==> src/rtl/retire_mon_pkg.sv <==
// Shared constants for the retire monitor: FSM state encoding and error codes.
package retire_mon_pkg;

  typedef enum logic [2:0] {
    ST_IDLE    = 3'd0,
    ST_RUN     = 3'd1,
    ST_HALTED  = 3'd2,
    ST_TRAPPED = 3'd3,
    ST_ERROR   = 3'd4
  } monState_e;

  localparam logic [2:0] ERR_NONE     = 3'd0;
  localparam logic [2:0] ERR_FIRST_PC = 3'd1;
  localparam logic [2:0] ERR_PC_DISC  = 3'd2;
  localparam logic [2:0] ERR_X0_READ  = 3'd3;
  localparam logic [2:0] ERR_MISALIGN = 3'd4;
  localparam logic [2:0] ERR_SHADOW   = 3'd5;

  function automatic logic isTerminal(input monState_e s);
    return (s == ST_HALTED) || (s == ST_TRAPPED) || (s == ST_ERROR);
  endfunction

endpackage

==> src/rtl/retire_mon_shadow_rf.sv <==
// Shadow register file x1..x31 mirroring retired writes; x0 always reads as zero.
module retire_mon_shadow_rf (
  input  logic        i_clk,
  input  logic        i_rst_n,
  input  logic        i_we,
  input  logic [4:0]  i_waddr,
  input  logic [31:0] i_wdata,
  input  logic [4:0]  i_raddr1,
  output logic [31:0] o_rdata1,
  input  logic [4:0]  i_raddr2,
  output logic [31:0] o_rdata2
);

  logic [31:0] regs_q [1:31];

  always_ff @(posedge i_clk or negedge i_rst_n) begin
    if (!i_rst_n) begin
      for (int i = 1; i < 32; i++) begin
        regs_q[i] <= '0;
      end
    end else if (i_we && (i_waddr != 5'd0)) begin
      regs_q[i_waddr] <= i_wdata;
    end
  end

  assign o_rdata1 = (i_raddr1 == 5'd0) ? 32'd0 : regs_q[i_raddr1];
  assign o_rdata2 = (i_raddr2 == 5'd0) ? 32'd0 : regs_q[i_raddr2];

endmodule

==> src/rtl/retire_monitor.sv <==
// Retire-bus monitor: checks PC flow and x0 reads, counts retires and cycles.
// Define RETIRE_MON_SHADOW_EN to add shadow register-file checking (code 5).
module retire_monitor
  import retire_mon_pkg::*;
#(
  parameter logic [31:0] RESET_ADDR = 32'h00000000,
  parameter int          CNT_W      = 32
) (
  input  logic             i_clk,
  input  logic             i_rst_n,
  input  logic             i_retire_valid,
  input  logic             i_retire_trap,
  input  logic             i_retire_halt,
  input  logic [31:0]      i_retire_inst,
  input  logic [31:0]      i_retire_pc,
  input  logic [31:0]      i_retire_next_pc,
  input  logic [4:0]       i_retire_rs1_raddr,
  input  logic [4:0]       i_retire_rs2_raddr,
  input  logic [4:0]       i_retire_rd_waddr,
  input  logic [31:0]      i_retire_rs1_rdata,
  input  logic [31:0]      i_retire_rs2_rdata,
  input  logic [31:0]      i_retire_rd_wdata,
  output logic [CNT_W-1:0] o_retire_count,
  output logic [CNT_W-1:0] o_cycle_count,
  output logic [2:0]       o_state,
  output logic             o_done,
  output logic [2:0]       o_err_code,
  output logic [31:0]      o_err_pc
);

  monState_e        state_q;
  logic [CNT_W-1:0] retireCnt_q;
  logic [CNT_W-1:0] cycleCnt_q;
  logic [2:0]       errCode_q;
  logic [2:0]       errCode_d;
  logic [31:0]      errPc_q;
  logic [31:0]      expPc_q;
  logic             done_q;
  logic             checked;
  logic             x0Bad;
  logic             shadowBad;

  assign checked = i_retire_valid && !isTerminal(state_q);
  assign x0Bad   = ((i_retire_rs1_raddr == 5'd0) && (i_retire_rs1_rdata != 32'd0)) ||
                   ((i_retire_rs2_raddr == 5'd0) && (i_retire_rs2_rdata != 32'd0));

`ifdef RETIRE_MON_SHADOW_EN
  logic [31:0] shadowRs1Data;
  logic [31:0] shadowRs2Data;
  logic        unusedBits;

  retire_mon_shadow_rf u_shadow (
    .i_clk    (i_clk),
    .i_rst_n  (i_rst_n),
    .i_we     (checked && !i_retire_trap),
    .i_waddr  (i_retire_rd_waddr),
    .i_wdata  (i_retire_rd_wdata),
    .i_raddr1 (i_retire_rs1_raddr),
    .o_rdata1 (shadowRs1Data),
    .i_raddr2 (i_retire_rs2_raddr),
    .o_rdata2 (shadowRs2Data)
  );

  // Reads see the pre-write value, matching an instruction reading and writing the same register.
  assign shadowBad = ((i_retire_rs1_raddr != 5'd0) && (i_retire_rs1_rdata != shadowRs1Data)) ||
                     ((i_retire_rs2_raddr != 5'd0) && (i_retire_rs2_rdata != shadowRs2Data));
  assign unusedBits = ^i_retire_inst;
`else
  logic unusedBits;

  assign shadowBad  = 1'b0;
  assign unusedBits = ^{i_retire_inst, i_retire_rd_waddr, i_retire_rd_wdata};
`endif

  // Lowest-numbered code wins; expPc_q still holds RESET_ADDR while in IDLE.
  always_comb begin
    errCode_d = ERR_NONE;
    if (i_retire_pc != expPc_q) begin
      errCode_d = (state_q == ST_IDLE) ? ERR_FIRST_PC : ERR_PC_DISC;
    end else if (x0Bad) begin
      errCode_d = ERR_X0_READ;
    end else if ((i_retire_pc[1:0] != 2'b00) && !i_retire_trap) begin
      errCode_d = ERR_MISALIGN;
    end else if (shadowBad) begin
      errCode_d = ERR_SHADOW;
    end
  end

  always_ff @(posedge i_clk or negedge i_rst_n) begin
    if (!i_rst_n) begin
      state_q     <= ST_IDLE;
      retireCnt_q <= '0;
      cycleCnt_q  <= '0;
      errCode_q   <= ERR_NONE;
      errPc_q     <= 32'd0;
      expPc_q     <= RESET_ADDR;
      done_q      <= 1'b0;
    end else if (!isTerminal(state_q)) begin
      if (cycleCnt_q != '1) begin
        cycleCnt_q <= cycleCnt_q + CNT_W'(1);
      end
      if (i_retire_valid) begin
        if (retireCnt_q != '1) begin
          retireCnt_q <= retireCnt_q + CNT_W'(1);
        end
        expPc_q <= i_retire_next_pc;
        if (errCode_d != ERR_NONE) begin
          state_q   <= ST_ERROR;
          errCode_q <= errCode_d;
          errPc_q   <= i_retire_pc;
          done_q    <= 1'b1;
        end else if (i_retire_trap) begin
          state_q <= ST_TRAPPED;
          done_q  <= 1'b1;
        end else if (i_retire_halt) begin
          state_q <= ST_HALTED;
          done_q  <= 1'b1;
        end else begin
          state_q <= ST_RUN;
        end
      end
    end
  end

  assign o_retire_count = retireCnt_q;
  assign o_cycle_count  = cycleCnt_q;
  assign o_state        = state_q;
  assign o_done         = done_q;
  assign o_err_code     = errCode_q;
  assign o_err_pc       = errPc_q;

endmodule

==> config.mk <==
export PLATFORM = sky130hd
export DESIGN_NAME = retire_monitor
export DESIGN_NICKNAME = d
export VERILOG_FILES = /design/src/rtl/retire_mon_pkg.sv /design/src/rtl/retire_mon_shadow_rf.sv /design/src/rtl/retire_monitor.sv
export SDC_FILE = /design/constraint.sdc
export NUM_CORES = 1
export LEC_CHECK = 0
export CAP_MARGIN = 20
export CORE_ASPECT_RATIO = 1.25
export CORE_MARGIN = 2
export CORE_UTILIZATION = 25
export DETAILED_ROUTE_END_ITERATION = 10
export PLACE_DENSITY = 0.59
export SLEW_MARGIN = 20
export SYNTH_ARGS = -nofsm -noshare
export SYNTH_HDL_FRONTEND = slang
export SYNTH_HIERARCHICAL = 1
export SYNTH_SLANG_ARGS = --single-unit
==> constraint.sdc <==
create_clock -name i_clk -period 2.2 [get_ports i_clk]
set_input_delay 0.33 -clock i_clk [delete_from_list [all_inputs] [get_ports i_clk]]
set_output_delay 0.33 -clock i_clk [all_outputs]
set_load 0.03 [all_outputs]
==> qor.yml <==
hold_class: "input port to async pin"
core_mm2: 0.0246
ir_drop_mv: 0.410
fp.dieH_um: 181
io_buffer_count: 245
stdcell_count: 1162
vias: 5172
yosysUniqueCellTypes: 46
insertion_delay_ns: 0.42
cellLeakagePower_nw: 4.19
grt_pass1_wl_um: 29800
arrival_ns: 2.47
drive_gt1_frac: 0.181
antenna_found_initial: 1
hold_violations: 0
nets: 1037
antenna_cells: 0
timing.rr.start: "expPc_q[14]"
cts-root-buf: "clkbuf_16"
gr-total-overflow: 0
cp_max_fo: 18
dr.pass1.iters: 4
ys_warn_count: 6
outcome: "finished, final reports clean"
seq_area_frac_synth: 0.537
wire_per_inst_um: 16.3
critical_path_class: "register to register"
drcViolationCount: 0
initialDrtViolationCount: 201
period_share: 0.985
synth_top_area_frac: 0.537
r2r_cells: 7
async_reset_ff_frac: 1.00
die-area_mm2: 0.0265
p_seq_frac: 0.353
p_int_mw: 7.08
worstSetupEndpointType: "register"
tritoncts: "yes"
p_sw_frac: 0.337
routed_wirelength_um: 18900
hpwl_um: 14800
rsz0062_at_grt: "yes"
power.share.combinational: 0.395
avgSynthCellArea_um2: 12.1
fin_crit_ns: 2.17
yosysMostFrequentCell: "dfrtp_1"
switching_power_mw: 3.59
syn_nets: 736
synth_area_leaders: "dfrtp_1 (54%), mux2_2 (11%), xnor2_1 (9.2%)"
cts.path.max_buffers: 2
maxCapViolCount: 0
die_x_um: 146
clk_pin_slew_ns: 0.05
synth_cells: 522
power_frac_clock: 0.252
grt_pass1_vias: 5523
reg2reg_to: "o_err_pc[12]"
synth_edf_count: 0
fmax_ghz: 0.461
slew_headroom: 0.653
rows: 64
grt_start_max_net_pins: 50
final_util: 0.411
tightest_slew_ns: 0.521
pin_count: 315
worstSetupStartpointType: "register"
ys.flop_type: "dfrtp_1"
synth_common_cells: "dfrtp_1 (135), xnor2_1 (66), mux2_2 (61)"
ant_nets: 0
placedCellCount: 1132
setup_viol: 0
gp_congestion: 0.749
critPathRequiredTime_ns: 2.50
clock-sinks: 135
powerDensity_mw_per_mm2: 1060
start_util: 0.256
syn_area_mm2: 0.00629
maxSlewViolCount: 0
r2r_slack_ns: 0.03
track_usage: 0.146
synth.ff_latch_count: 135
netlist.top_cell.by_area: "dfrtp_1"
viasPerCell: 4.45
numCtsBuffers: 17
htreeDepth: 4
fin_worst_skew_ns: 0.00415
area.growth.synth_to_final_pct: 60.6
[state kept, by name, indices dropped and copies added (netlist names)]
name and flops:
expPc_q 32, o_cycle_count 32, o_done 1, o_err_code 3, o_err_pc 32, o_retire_count 32, o_state 3
[what timing repair did]
item | 4_1_cts | 5_1_grt
pin swaps | 2 | 0
endpoints found under the setup margin | 16 | 35
setup buffers | 1 | 0
hold buffers | 1 | 0
endpoints found under the hold margin | 46 | 0
resized for setup | 1 | 11
[routing by layer]
layer	track usage	routed length, µm
met1	0.160	7330
met2	0.267	10200
met3	0.0384	952
met4	0.0592	437
met5	0	13
[stage by stage]
step	TNS [ns]	power (mW)	hold slack, ns	cell area [µm²]	setup slack (ns)
final	0	10.7	0.429	10100	0.0323
after detailed placement	-15.46	7.99	0.328	9490	-0.456
after global placement	-14.09	7.95	0.330	9490	-0.415
after floorplan	0	6.09	0.0344	6290	0.0458
after CTS	0	10.7	0.443	10100	0.00317
after global routing	-3.83	11.2	0.466	10100	-0.140
[worst max-delay path by stage]
stage	slack [ns]	start	endpoint	depth (start not counted)
after detailed placement	-0.46	i_retire_rs1_rdata[5]	o_err_pc[13]	9
final	0.03	expPc_q[14]	o_err_pc[12]	7
after CTS	0.003	expPc_q[3]	o_err_pc[17]	7
after floorplan	0.05	o_cycle_count[13]	o_cycle_count[1]	5
after global routing	-0.14	expPc_q[27]	o_err_pc[16]	7
after global placement	-0.41	i_retire_rs1_rdata[5]	o_err_pc[17]	9
[layout by cell type (no fill, tap or decap), types with 3 or more instances in the layout]
| cell | n |
|---|---|
| a21oi_1 | 3 |
| a31oi_1 | 3 |
| and3_1 | 6 |
| and4_1 | 6 |
| buf_12 | 5 |
| buf_4 | 40 |
| clkbuf_16 | 17 |
| clkbuf_8 | 5 |
| clkdlybuf4s50_1 | 244 |
| clkinv_2 | 3 |
| dfrtp_1 | 135 |
| inv_1 | 8 |
| mux2_1 | 5 |
| mux2_2 | 51 |
| mux2_4 | 10 |
| nand2_1 | 35 |
| nand3_1 | 27 |
| nand4_1 | 31 |
| nor2_1 | 29 |
| nor3_1 | 16 |
| nor4_1 | 15 |
| nor4_2 | 3 |
| nor4_4 | 4 |
| xnor2_1 | 66 |
| xor2_1 | 26 |
[cell type report]
class / instances / area (µm²)
flip-flops and latches: 135 / 3380
well taps: 330 / 413
clock buffers: 24 / 502
inverters: 8 / 30.0
repair buffers: 291 / 2860
fillers: 2418 / 14500
clock inverters: 4 / 45.0
multi-input cells: 370 / 2870
[worst max-delay path: stages (launching register included)]
cell	delay [ns]
dfrtp_1	0.39
xnor2_1	0.20
nand4_1	0.17
nor4_4	0.36
nand4_2	0.17
o21bai_4	0.21
buf_12	0.19
mux2_2	0.34
[logic make-up after synthesis]
| logic type | share of synthesized area |
|---|---|
| xor+xnor | 0.128 |
| mux | 0.120 |
| buf+inv | 0.0143 |
| fa+ha+maj | 0.00398 |
| flops | 0.537 |
| simple gates | 0.173 |
| compound gates | 0.0235 |
[power groups by stage]
stage          Combinational (mW)  Clock (mW)  Sequential [mW]
3_3_place_gp                 4.15           0             3.80
5_1_grt                      4.48        2.88             3.89
6_report                     4.21        2.68             3.77
3_5_place_dp                 4.18           0             3.80
2_1_floorplan                1.47           0             4.62
4_1_cts                      4.21        2.77             3.77
(Power assumes the default switching activity.)
